### config.mk
export PLATFORM = sky130hd
export DESIGN_NAME = mig_calib_supervisor
export DESIGN_NICKNAME = d
export VERILOG_FILES = /design/src/rtl/mig_calib_supervisor.sv
export SDC_FILE = /design/constraint.sdc
export NUM_CORES = 1
export LEC_CHECK = 0
export ABC_CLOCK_PERIOD_IN_PS = 3500
export BUFFER_PORTS_ARGS = -buffer_cell sky130_fd_sc_hd__buf_2
export CAP_MARGIN = 20
export CORE_MARGIN = 2
export CORE_UTILIZATION = 50
export CTS_CLUSTER_DIAMETER = 100
export DETAILED_ROUTE_END_ITERATION = 7
export GPL_TIMING_DRIVEN = 0
export HOLD_SLACK_MARGIN = 0.03
export PLACE_DENSITY = 0.79
export SLEW_MARGIN = 20
export SYNTH_ARGS = -nofsm -noshare
export SYNTH_HDL_FRONTEND = slang
export SYNTH_SLANG_ARGS = --single-unit
### constraint.sdc
create_clock -name i_Clock -period 3.5 [get_ports i_Clock]
set_clock_uncertainty 0.2 [all_clocks]
set_input_delay 0.175 -clock i_Clock [delete_from_list [all_inputs] [get_ports i_Clock]]
set_output_delay 0.175 -clock i_Clock [all_outputs]
set_load 0.02 [all_outputs]
### src/rtl/mig_calib_supervisor.sv
// mig_calib_supervisor: sequences DDR bring-up behind the MIG reset timer.
// It enables the timer, waits for the MIG reset to be released, and then
// watches the calibration flag with a timeout. On timeout or lost calibration
// it restarts the timer after a back-off, up to MAX_RETRIES times. After that
// the failure is sticky until reset.
// Optional feature macro: MIG_CALIB_SYNC_EN adds a 2-flop synchronizer on the
// calibration flag, for use when the flag comes from the MIG ui_clk domain.
module mig_calib_supervisor #(
  parameter int TIMEOUT_CYCLES = 2000000,
  parameter int TIMEOUT_WIDTH  = 22,
  parameter int SETTLE_CYCLES  = 256,
  parameter int BACKOFF_CYCLES = 64,
  parameter int MAX_RETRIES    = 3,
  parameter int RETRY_WIDTH    = 2
) (
  input  logic                   i_Clock,
  input  logic                   i_Reset,
  input  logic                   i_Mig_Reset_Released,
  input  logic                   i_Init_Calib_Complete,
  output logic                   o_Timer_Enable,
  output logic                   o_Ready,
  output logic                   o_Fail,
  output logic [RETRY_WIDTH-1:0] o_Retry_Count
);

  localparam int SETTLE_W = $clog2(SETTLE_CYCLES + 1);

  localparam logic [TIMEOUT_WIDTH-1:0] TIMEOUT_LAST = TIMEOUT_WIDTH'(TIMEOUT_CYCLES - 1);
  localparam logic [TIMEOUT_WIDTH-1:0] BACKOFF_LAST = TIMEOUT_WIDTH'(BACKOFF_CYCLES - 1);
  localparam logic [SETTLE_W-1:0]      SETTLE_LAST  = SETTLE_W'(SETTLE_CYCLES - 1);
  localparam logic [RETRY_WIDTH-1:0]   RETRY_MAX    = RETRY_WIDTH'(MAX_RETRIES);

  typedef enum logic [2:0] {
    IDLE    = 3'd0,
    ENABLE  = 3'd1,
    CALIB   = 3'd2,
    SETTLE  = 3'd3,
    READY   = 3'd4,
    BACKOFF = 3'd5,
    FAIL    = 3'd6
  } state_t;

  state_t                   state, state_next;
  logic [TIMEOUT_WIDTH-1:0] count, count_next;
  logic [SETTLE_W-1:0]      settle, settle_next;
  logic [RETRY_WIDTH-1:0]   retry_next;
  logic                     enable_next, ready_next, fail_next;
  logic                     calib_s;

`ifdef MIG_CALIB_SYNC_EN
  logic [1:0] calib_sync;

  // Two-flop synchronizer for the calibration flag from the ui_clk domain.
  always_ff @(posedge i_Clock or posedge i_Reset) begin
    if (i_Reset) calib_sync <= 2'b00;
    else         calib_sync <= {calib_sync[0], i_Init_Calib_Complete};
  end

  assign calib_s = calib_sync[1];
`else
  assign calib_s = i_Init_Calib_Complete;
`endif

  // State, counters and registered outputs; reset drops the timer enable at once.
  always_ff @(posedge i_Clock or posedge i_Reset) begin
    if (i_Reset) begin
      state          <= IDLE;
      count          <= '0;
      settle         <= '0;
      o_Retry_Count  <= '0;
      o_Timer_Enable <= 1'b0;
      o_Ready        <= 1'b0;
      o_Fail         <= 1'b0;
    end else begin
      state          <= state_next;
      count          <= count_next;
      settle         <= settle_next;
      o_Retry_Count  <= retry_next;
      o_Timer_Enable <= enable_next;
      o_Ready        <= ready_next;
      o_Fail         <= fail_next;
    end
  end

  // Next-state, counter updates, and output decode from the next state.
  always_comb begin
    state_next  = state;
    count_next  = count;
    settle_next = settle;
    retry_next  = o_Retry_Count;

    unique case (state)
      IDLE: state_next = ENABLE;

      ENABLE: begin
        if (i_Mig_Reset_Released) begin
          count_next = '0;
          state_next = CALIB;
        end
      end

      CALIB: begin
        if (calib_s) begin
          settle_next = '0;
          state_next  = SETTLE;
        end else if (count == TIMEOUT_LAST) begin
          if (o_Retry_Count < RETRY_MAX) begin
            retry_next = o_Retry_Count + RETRY_WIDTH'(1);
            count_next = '0;
            state_next = BACKOFF;
          end else begin
            state_next = FAIL;
          end
        end else begin
          count_next = count + TIMEOUT_WIDTH'(1);
        end
      end

      SETTLE: begin
        // The timeout keeps running while settling but saturates, so a
        // glitch after the budget is spent times out on return to CALIB
        // instead of wrapping the counter.
        if (count != TIMEOUT_LAST) count_next = count + TIMEOUT_WIDTH'(1);
        if (!calib_s)                    state_next  = CALIB;
        else if (settle == SETTLE_LAST)  state_next  = READY;
        else                             settle_next = settle + SETTLE_W'(1);
      end

      READY: begin
        if (!calib_s) begin
          if (o_Retry_Count < RETRY_MAX) begin
            retry_next = o_Retry_Count + RETRY_WIDTH'(1);
            count_next = '0;
            state_next = BACKOFF;
          end else begin
            state_next = FAIL;
          end
        end
      end

      BACKOFF: begin
        if (count == BACKOFF_LAST) state_next = ENABLE;
        else                       count_next = count + TIMEOUT_WIDTH'(1);
      end

      FAIL: state_next = FAIL;

      default: state_next = IDLE;
    endcase

    enable_next = (state_next == ENABLE) || (state_next == CALIB) ||
                  (state_next == SETTLE) || (state_next == READY);
    ready_next  = (state_next == READY);
    fail_next   = (state_next == FAIL);
  end

endmodule
==> results of run 1 <==
-- final timing paths --
kind	from	to	slack, ns	depth (start not counted)
worst max-delay path	count[12]	count[11]	0.80	7
worst min-delay path	i_Mig_Reset_Released	state[0]	0.18	4
worst max register to register	count[12]	count[11]	0.80	7
worst min register to register	o_Retry_Count[0]	o_Retry_Count[0]	0.31	1
max in group asynchronous	i_Reset	o_Timer_Enable	2.44	4
min in group asynchronous	i_Reset	settle[1]	0.21	3
-- cell families (layout without fill, tap and decap cells) --
logic type      Yosys count  in the layout  share of synthesized area [%]
simple gates            111            111                           25.6
compound gates           78             78                           20.8
xor+xnor                  8              8                           3.04
flops                    39             39                           42.3
buf+inv                  19             37                           4.51
mux                       2              2                           1.14
fa+ha+maj                 5              5                           2.61
-- state kept, by name, indices dropped and copies added (netlist names) --
| name | flops |
|---|---|
| o_Retry_Count | 2 |
| count | 22 |
| settle | 9 |
| state | 3 |
| o_Ready | 1 |
| o_Timer_Enable | 1 |
| o_Fail | 1 |
-- power groups by stage --
| stage | logic [W] | clock network [W] | registers [W] |
|---|---|---|---|
| floorplan | 0.0000123 | 0 | 0.000462 |
| global placement | 0.0000186 | 0 | 0.000461 |
| detailed placement | 0.0000229 | 0 | 0.000462 |
| CTS | 0.0000249 | 0.000341 | 0.000453 |
| global route | 0.0000277 | 0.000359 | 0.000453 |
| finish | 0.0000239 | 0.000330 | 0.000453 |
-- layout make-up --
cell class              count  area (um2)  share of cell area, %
plain buffers              10        70.1                   2.75
clock buffers               8         100                   3.92
inverters                   9        33.8                   1.32
multi-input cells         204        1220                   48.0
flip-flops and latches     39         976                   38.2
well taps                  52        65.1                   2.55
repair buffers             10        82.6                   3.24
-- Yosys cell counts (all sizes together), types with 3 or more instances --
cell type	instances	area share, %
xnor2	3	1.1
nand4	6	1.6
a31oi	7	1.9
clkbuf	4	1.1
dfrtp	39	42
nand2b	3	0.81
ha	4	2.2
xor2	5	1.9
nor4	4	2.0
nand2	29	4.7
a21oi	10	2.2
o21ai	37	8.0
or3	3	1.0
nand3	15	3.3
and2	4	1.1
inv	9	1.5
and3	4	1.1
o31ai	8	2.8
nor3	3	0.65
or4	3	1.3
o41ai	6	2.3
buf	6	2.0
nor2	27	4.4
-- layout by cell type (no fill, tap or decap), types with 2 or more instances in the layout --
cell type,instances
a21oi_1,10
a22o_1,2
a31oi_1,7
and2_1,4
and3_1,4
buf_2,10
buf_6,2
clkbuf_1,4
clkbuf_8,8
dfrtp_1,39
dlygate4sd3_1,2
ha_1,4
inv_1,8
nand2_1,29
nand2b_1,3
nand3_1,15
nand4_1,6
nor2_1,27
nor2b_1,2
nor3_1,3
nor4_1,2
o21ai_0,32
o21ai_1,5
o31ai_1,7
o41ai_1,6
or3_1,2
or4_4,2
xnor2_1,3
xor2_1,5
-- metrics by stage --
stage	cell area (um2)	util [%]	hold WS (ns)	power [W]
final	2550	58.2	0.175	0.000806
after global routing	2550	58.2	0.201	0.000840
after global placement	2400	54.9	0.289	0.000480
after floorplan	2300	-	0.180	0.000474
after CTS	2550	58.2	0.167	0.000818
after detailed placement	2430	55.5	-0.0100	0.000485
-- critical path, stage by stage (launching register included) --
cell      delay, ns
dfrtp_1        0.43
or4_4          0.58
nor4_2         0.37
nand4_1        0.17
nand3b_1       0.18
clkbuf_1       0.41
o21ai_0        0.17
o31ai_1        0.09
-- routing by layer --
metal | track usage (%) | routed length (um) | up-vias | part of all wire (%)
li1 | - | - | 1001 | -
met1 | 32.2 | 2500 | 960 | 49
met2 | 34.7 | 2330 | 39 | 46
met3 | 4.17 | 169 | 7 | 3.3
met4 | 7.97 | 88 | 0 | 1.7
met5 | 0 | 0 | - | 0
-- repair_timing --
action                                 in CTS  in global routing
gates resized for setup                     0                  0
endpoints found under the hold margin      40                  0
hold buffers                                2                  0
==> results.toml, run 1 <==
[clocking]
numCtsBuffers = 5
root_buffer = "clkbuf_8"
path_clk_slew_ns = 0.07
clk_latency_ns = 0.29
cts_max_level = 2
clockBufferDepth = 2
cts_tree = "built"
cts_setup_buffers = 0
cts.sinks = 39

[worst_setup_path]
cp-end-kind = "flop"
start_kind = "flop"
critPathMaxFanout = 10
worstPathArrival_ns = 2.70
cp_data_required_time_ns = 3.50
path_class = "flop to flop"

[timing]
fin_crit_ns = 2.70
tightestPinTransition_ns = 0.700
max_freq_ghz = 0.370
max-slew-margin-rel_pct = 52.9
setup_viol = 0
hold_violations = 0
grt_setup_unrepaired = "false"
drv_slew = 0
finalCritPeriodShare_pct = 77.2
fin_tns_setup_ns = 0
timing.final.ws_setup_ns = 0.797

[yosys]
synth-edff-count = 0
ys_warn_count = 0
postSynthAreaPerCell_um2 = 8.80
syn_inst = 262
syn-num-nets = 270
synth_cell_types = 53
yosysSeqAreaShare_pct = 42.3
yosys_register_bits = 39
synth.cell_area_um2 = 2300
async_flop_share_pct = 100
synth_ff_type = "dfrtp_1"

[pwr]
power.density_nw_per_um2 = 316
p_clk_share_pct = 40.9
seq_power_share_pct = 56.2
p_sw_w = 0.000166
comb_power_share_pct = 3.0
p_sw_share_pct = 20.6
p_leak_nw = 1.08
ir_worst_vdd_mv = 0.202
intPower_w = 0.000640

[placed_design]
post-place-ws_ns = 0.829
io_buffers = 7
gp_congestion = 0.846
place_inst = 322
dp_hpwl_um = 3700

[status]
status = "completed"

[routing]
drt_iter0_drc = 88
routedWlPerCell_um = 15.3
vias = 2007
final_antenna_net_count = 0
wl_um = 5080
drc = 0
vias_per_cell = 6.05
drt_pass1_iterations = 4

[floorplanning]
fp.dieW_um = 71.9
core_area_um2 = 4380
die_h_um = 71.9
die-area_um2 = 5170
pin_count = 9
rows = 24
start_util_pct = 52.6

[job]
maxCapViolations = 0

[cells_and_area]
fillers = 394
layout-drive-gt1-share_pct = 12.5
final_cells = 332
antenna_cells = 0
syn2layout_area_growth_pct = 10.7
final_nets = 287

[global_route]
grt_pass1_wl_um = 9110
grt_usage_pct = 22.6
grt_max_degree = 24
antenna_found_initial = 0
grt_overflow = 0
grt_pass1_vias = 1907

[worst_hold_path]
hold_class = "input pin to flop"
Power figures use the tool's default switching activity.
==> run 2, diff against run 1 <==
--- a/config.mk
+++ b/config.mk
@@ -5,7 +5,7 @@
 export SDC_FILE = /design/constraint.sdc
 export NUM_CORES = 1
 export LEC_CHECK = 0
-export ABC_CLOCK_PERIOD_IN_PS = 3500
+export ABC_CLOCK_PERIOD_IN_PS = 2300
 export BUFFER_PORTS_ARGS = -buffer_cell sky130_fd_sc_hd__buf_2
 export CAP_MARGIN = 20
 export CORE_MARGIN = 2
@@ -14,7 +14,7 @@
 export DETAILED_ROUTE_END_ITERATION = 7
 export GPL_TIMING_DRIVEN = 0
 export HOLD_SLACK_MARGIN = 0.03
-export PLACE_DENSITY = 0.79
+export PLACE_DENSITY = 0.81
 export SLEW_MARGIN = 20
 export SYNTH_ARGS = -nofsm -noshare
 export SYNTH_HDL_FRONTEND = slang
==> constraint.sdc (replaced) <==
create_clock -name i_Clock -period 2.3 [get_ports i_Clock]
set_clock_uncertainty 0.2 [all_clocks]
set_input_delay 0.115 -clock i_Clock [delete_from_list [all_inputs] [get_ports i_Clock]]
set_output_delay 0.115 -clock i_Clock [all_outputs]
set_load 0.02 [all_outputs]
==> run 2 against run 1 <==
  * The flow now finishes with violations (setup timing)
  * Sequential power up 52%
  * Core utilization increased by 11 points
  * Clock power rose by 43%
  * Total power grew 49%
  * Global-route usage rose by 2.0 points
  * First-iteration DRC count rose by 130%
  * Sequential cell count unchanged
  * Combinational power rose by 55%
  * Final cell count rose by 8.4%
  * Highest routed layer unchanged
==> results.toml, run 2 (synthesis results as in run 1) <==
[timing]
setup_viol = 29
fin_crit_ns = 2.57
max-slew-margin-rel_pct = 63.0
timing.final.ws_setup_ns = -0.273
tightestPinTransition_ns = 0.554
hold_slack_ns = 0.140
drv_slew = 0
max_freq_ghz = 0.389
grt_setup_unrepaired = "true"
hold_violations = 0
finalCritPeriodShare_pct = 112

[placed_design]
place_inst = 322
dp_hpwl_um = 3710
post-place-ws_ns = -0.370
io_buffers = 7
gp_congestion = 0.837

[routing]
drc = 0
wl_um = 6640
final_antenna_net_count = 0
routedWlPerCell_um = 18.4
drt_pass1_iterations = 5
vias = 2320
vias_per_cell = 6.44
drt_iter0_drc = 206

[cells_and_area]
final_common_cell = "dfrtp_1"
post-route-util_pct = 69.7
final_cells = 360
final_nets = 316
layout-drive-gt1-share_pct = 35.1
top_register = "count"
largest_reg_flops = 22
reg_top3 = "count (22), settle (9), state (3)"
syn2layout_area_growth_pct = 32.5
antenna_cells = 0
layout_common_cells = "dfrtp_1, o21ai_1, buf_4, nand2_1, nor2_1"

[worst_setup_path]
cp_num_cells = 8
cp_top_family = "simple AND/OR/NAND/NOR gates"
path_class = "flop to flop"
start_kind = "flop"
cp-end-kind = "flop"
cp_data_required_time_ns = 2.27
worstPathArrival_ns = 2.54
crit_chain = "or4_4 > nor4_4 > buf_4 > a31o_4 > buf_6 > a31oi_1 > o21ai_1 > o41ai_1"
cp_slowest_stage_delay_ns = 0.58
rr_worst_depth = 8
critPathMaxFanout = 6
critPathBufInv = 2
cpMaxStageDelayCell = "or4_4"

[floorplanning]
pin_count = 9
fp.dieW_um = 71.9
start_util_pct = 52.6
rows = 24
core_area_um2 = 4380
die-area_um2 = 5170
die_h_um = 71.9

[clocking]
path_clk_slew_ns = 0.07
clockBufferDepth = 2
numCtsBuffers = 5
cts.sinks = 39
clk_latency_ns = 0.30
cts_max_level = 2
root_buffer = "clkbuf_8"
cts_tree = "built"

[global_route]
grt_usage_pct = 24.6
antenna_found_initial = 0
grt_overflow = 0
grt_pass1_vias = 2157
grt_pass1_wl_um = 10000
grt_max_degree = 24

[status]
violations = "setup timing"
status = "finished, violations left"

[pwr]
p_leak_nw = 1.33
power.density_nw_per_um2 = 393
finalPower_w = 0.00120
ir_worst_vdd_mv = 0.390

[worst_hold_path]
whs_path_depth = 4
hold_class = "input pin to flop"

[job]
maxCapViolations = 0
-- run 2: metal layers --
metal / GRT usage [%] / wire, um / vias up
met5: 0 / 0 / -
met1: 33.3 / 2790 / 1127
li1: - / - / 1057
met3: 5.00 / 477 / 27
met2: 39.4 / 3150 / 109
met4: 9.01 / 221 / 0
-- run 2: power breakdown --
group	switching [W]	internal (W)	total (W)
sequential	0.00000197	0.000687	0.000689
clock	0.000238	0.000235	0.000473
combinational	0.0000232	0.0000138	0.0000370
total	0.000263	0.000936	0.00120
-- run 2: layout make-up --
type,count,area (um2)
tap,52,65.1
clock inverter,1,5.00
clock buffer,6,82.6
sequential,39,978
multi-input combinational,204,1460
timing repair buffer,39,330
buffer,10,96.3
fill,309,1330
inverter,9,33.8
-- run 2: worst paths after layout --
| check | start | endpoint | slack, ns |
|---|---|---|---|
| max | count[13] | count[6] | -0.27 |
| min | i_Mig_Reset_Released | state[0] | 0.14 |
| max reg2reg | count[13] | count[6] | -0.27 |
| min reg2reg | count[4] | count[4] | 0.29 |
| max in group asynchronous | i_Reset | count[4] | 1.30 |
| min in group asynchronous | i_Reset | count[5] | 0.15 |
-- run 2: repair_timing --
| item | CTS | global route |
|---|---|---|
| setup buffers | 13 | 14 |
| cloned | 3 | 0 |
| endpoints found under the setup margin | 29 | 34 |
| resized for setup | 60 | 39 |
| pin swaps | 13 | 17 |
| hold endpoints to repair | 39 | 1 |
| hold buffers | 1 | 1 |
-- run 2: worst reg2reg max path, cell delays in order, from the launching register on --
cell and delay [ns]:
dfrtp_1 0.39, or4_4 0.58, nor4_4 0.37, buf_4 0.19, a31o_4 0.21, buf_6 0.15
a31oi_1 0.05, o21ai_1 0.19, o41ai_1 0.13
-- run 2: through the flow --
stage / cell area (um2) / TNS (ns)
after global placement: 2400 / -7.43
final: 3050 / -5.05
after CTS: 2810 / -3.53
after global routing: 3050 / -6.72
after detailed placement: 2430 / -8.07
after floorplan: 2300 / -0.212
==> run 3, diff against run 2 <==
--- a/config.mk
+++ b/config.mk
@@ -5,7 +5,7 @@
 export SDC_FILE = /design/constraint.sdc
 export NUM_CORES = 1
 export LEC_CHECK = 0
-export ABC_CLOCK_PERIOD_IN_PS = 2300
+export ABC_CLOCK_PERIOD_IN_PS = 2600
 export BUFFER_PORTS_ARGS = -buffer_cell sky130_fd_sc_hd__buf_2
 export CAP_MARGIN = 20
 export CORE_MARGIN = 2
@@ -14,7 +14,7 @@
 export DETAILED_ROUTE_END_ITERATION = 7
 export GPL_TIMING_DRIVEN = 0
 export HOLD_SLACK_MARGIN = 0.03
-export PLACE_DENSITY = 0.81
+export PLACE_DENSITY = 0.79
 export SLEW_MARGIN = 20
 export SYNTH_ARGS = -nofsm -noshare
 export SYNTH_HDL_FRONTEND = slang
==> constraint.sdc (replaced) <==
create_clock -name i_Clock -period 2.6 [get_ports i_Clock]
set_clock_uncertainty 0.2 [all_clocks]
set_input_delay 0.13 -clock i_Clock [delete_from_list [all_inputs] [get_ports i_Clock]]
set_output_delay 0.13 -clock i_Clock [all_outputs]
set_load 0.02 [all_outputs]
==> run 3 against run 2 <==
  * Non-clock buffer count is 25 lower
  * Routed wire length is 21% lower
  * Critical path type unchanged
  * Combinational power down 13%
  * The flow still finishes with violations (setup timing)
  * Clock power fell by 5.5%
  * Total power down 9.2%
  * Global-route usage is 2.0 points lower
  * First-iteration DRC count down 42%
  * Core utilization down 9.4 points
  * Die area did not move
==> results.toml, run 3 (synthesis results as in run 1) <==
[routing]
final_antenna_net_count = 0
routedWlPerCell_um = 15.5
drt_pass1_iterations = 4
drt_iter0_drc = 119
vias = 2043
drc = 0
vias_per_cell = 6.08
wl_um = 5220

[worst_setup_path]
crit_top_cell = "or4_4"
cpMaxStageDelayCell = "or4_4"
critPathLaunch = "count[12]"
worstPathArrival_ns = 2.63
cp_data_required_time_ns = 2.58
path_class = "flop to flop"
cp_slowest_stage_delay_ns = 0.59
critPathMaxFanout = 5
timing.rr.start = "count[12]"
critPathBufInv = 1
cp-end-kind = "flop"
start_kind = "flop"
cp_top_family = "simple AND/OR/NAND/NOR gates"
crit_chain = "or4_4 > nor4_4 > buf_4 > a31oi_2 > or4_4 > mux2_4"

[status]
violations = "setup timing"
status = "finished, violations left"

[timing]
max-slew-margin-rel_pct = 67.8
hold_slack_ns = 0.132
max_freq_ghz = 0.377
hold_violations = 0
setup_viol = 1
tightestPinTransition_ns = 0.482
grt_setup_unrepaired = "true"
fin_crit_ns = 2.65
finalCritPeriodShare_pct = 102
drv_slew = 0
timing.final.ws_setup_ns = -0.0525

[placed_design]
place_inst = 322
gp_congestion = 0.846
post-place-ws_ns = -0.0705
io_buffers = 7
dp_hpwl_um = 3700
dpl_cell_area_um2 = 2430

[cells_and_area]
antenna_cells = 0
largest_reg_flops = 22
reg_top3 = "count (22), settle (9), state (3)"
layout_common_cells = "dfrtp_1, o21ai_0, nand2_1"
final_cell_area_um2 = 2640
final_cells = 336
top_register = "count"
final_nets = 291
syn2layout_area_growth_pct = 14.5
layout-drive-gt1-share_pct = 17.3
final_common_cell = "dfrtp_1"

[clocking]
cts_tree = "built"
root_buffer = "clkbuf_8"
numCtsBuffers = 5
clk_latency_ns = 0.29
cts.sinks = 39
cts_max_level = 2
clockBufferDepth = 2
path_clk_slew_ns = 0.07

[floorplanning]
fp.dieW_um = 71.9
core_area_um2 = 4380
pin_count = 9
die_h_um = 71.9
rows = 24
die-area_um2 = 5170
start_util_pct = 52.6

[global_route]
antenna_found_initial = 0
grt_pass1_wl_um = 9110
grt_max_degree = 24
grt_usage_pct = 22.6
grt_pass1_vias = 1907
grt_overflow = 0

[pwr]
seq_power_share_pct = 56.0
p_leak_nw = 1.12
p_clk_share_pct = 41.1
p_sw_share_pct = 20.8
finalPower_w = 0.00109
power.density_nw_per_um2 = 412
intPower_w = 0.000862
comb_power_share_pct = 2.9
p_sw_w = 0.000227
ir_worst_vdd_mv = 0.270

[job]
maxCapViolations = 0

[worst_hold_path]
holdCritStartpoint = "i_Mig_Reset_Released"
hold_class = "input pin to flop"
==> run 3: worst paths after layout <==
path                                          to  slack (ns)  cells after the start
worst max-delay path            o_Retry_Count[1]       -0.05                      6
worst min-delay path                    state[0]        0.13                      4
worst max register to register  o_Retry_Count[1]       -0.05                      6
worst min register to register  o_Retry_Count[0]        0.32                      1
max in group asynchronous         o_Timer_Enable        1.59                      4
min in group asynchronous              settle[1]        0.16                      3
==> run 3: layout make-up <==
class / instances / area (um2)
fillers: 389 / 1740
flip-flops and latches: 39 / 976
clock buffers: 8 / 100
well taps: 52 / 65.1
inverters: 9 / 33.8
plain buffers: 10 / 80.1
multi-input cells: 204 / 1270
repair buffers: 14 / 113
==> run 3: timing repair <==
item / CTS / global route
pin swaps: 1 / 0
resized for setup: 2 / 14
endpoints found under the setup margin: 20 / 25
setup buffers: 0 / 4
hold buffers: 2 / 0
endpoints found under the hold margin: 40 / 0
==> run 3: worst register-to-register path, stage by stage (launching register included) <==
cell and delay [ns]:
dfrtp_1 0.42, or4_4 0.59, nor4_4 0.30, buf_4 0.18
a31oi_2 0.09, or4_4 0.46, mux2_4 0.31
==> run 3: routing by layer <==
| layer | GRT usage [%] | vias to the layer above | wire length (um) | share of wire (%) |
|---|---|---|---|---|
| li1 | - | 1005 | - | - |
| met1 | 32.2 | 993 | 2450 | 47 |
| met2 | 34.7 | 40 | 2460 | 47 |
| met3 | 4.17 | 5 | 233 | 4.5 |
| met4 | 7.97 | 0 | 78 | 1.5 |
| met5 | 0 | - | 0 | 0 |
==> run 3: through the flow <==
step,TNS [ns],util [%]
final,-0.0525,60.2
after global routing,-0.162,60.2
after CTS,0,58.3
after detailed placement,-0.598,55.5
after global placement,-0.127,54.9
after floorplan,0,-
==> run 3: power by group through the flow <==
stage | registers (W) | logic [W] | clock network, W
floorplan | 0.000622 | 0.0000165 | 0
global placement | 0.000621 | 0.0000251 | 0
detailed placement | 0.000621 | 0.0000309 | 0
CTS | 0.000610 | 0.0000335 | 0.000459
global route | 0.000609 | 0.0000372 | 0.000484
finish | 0.000610 | 0.0000321 | 0.000447
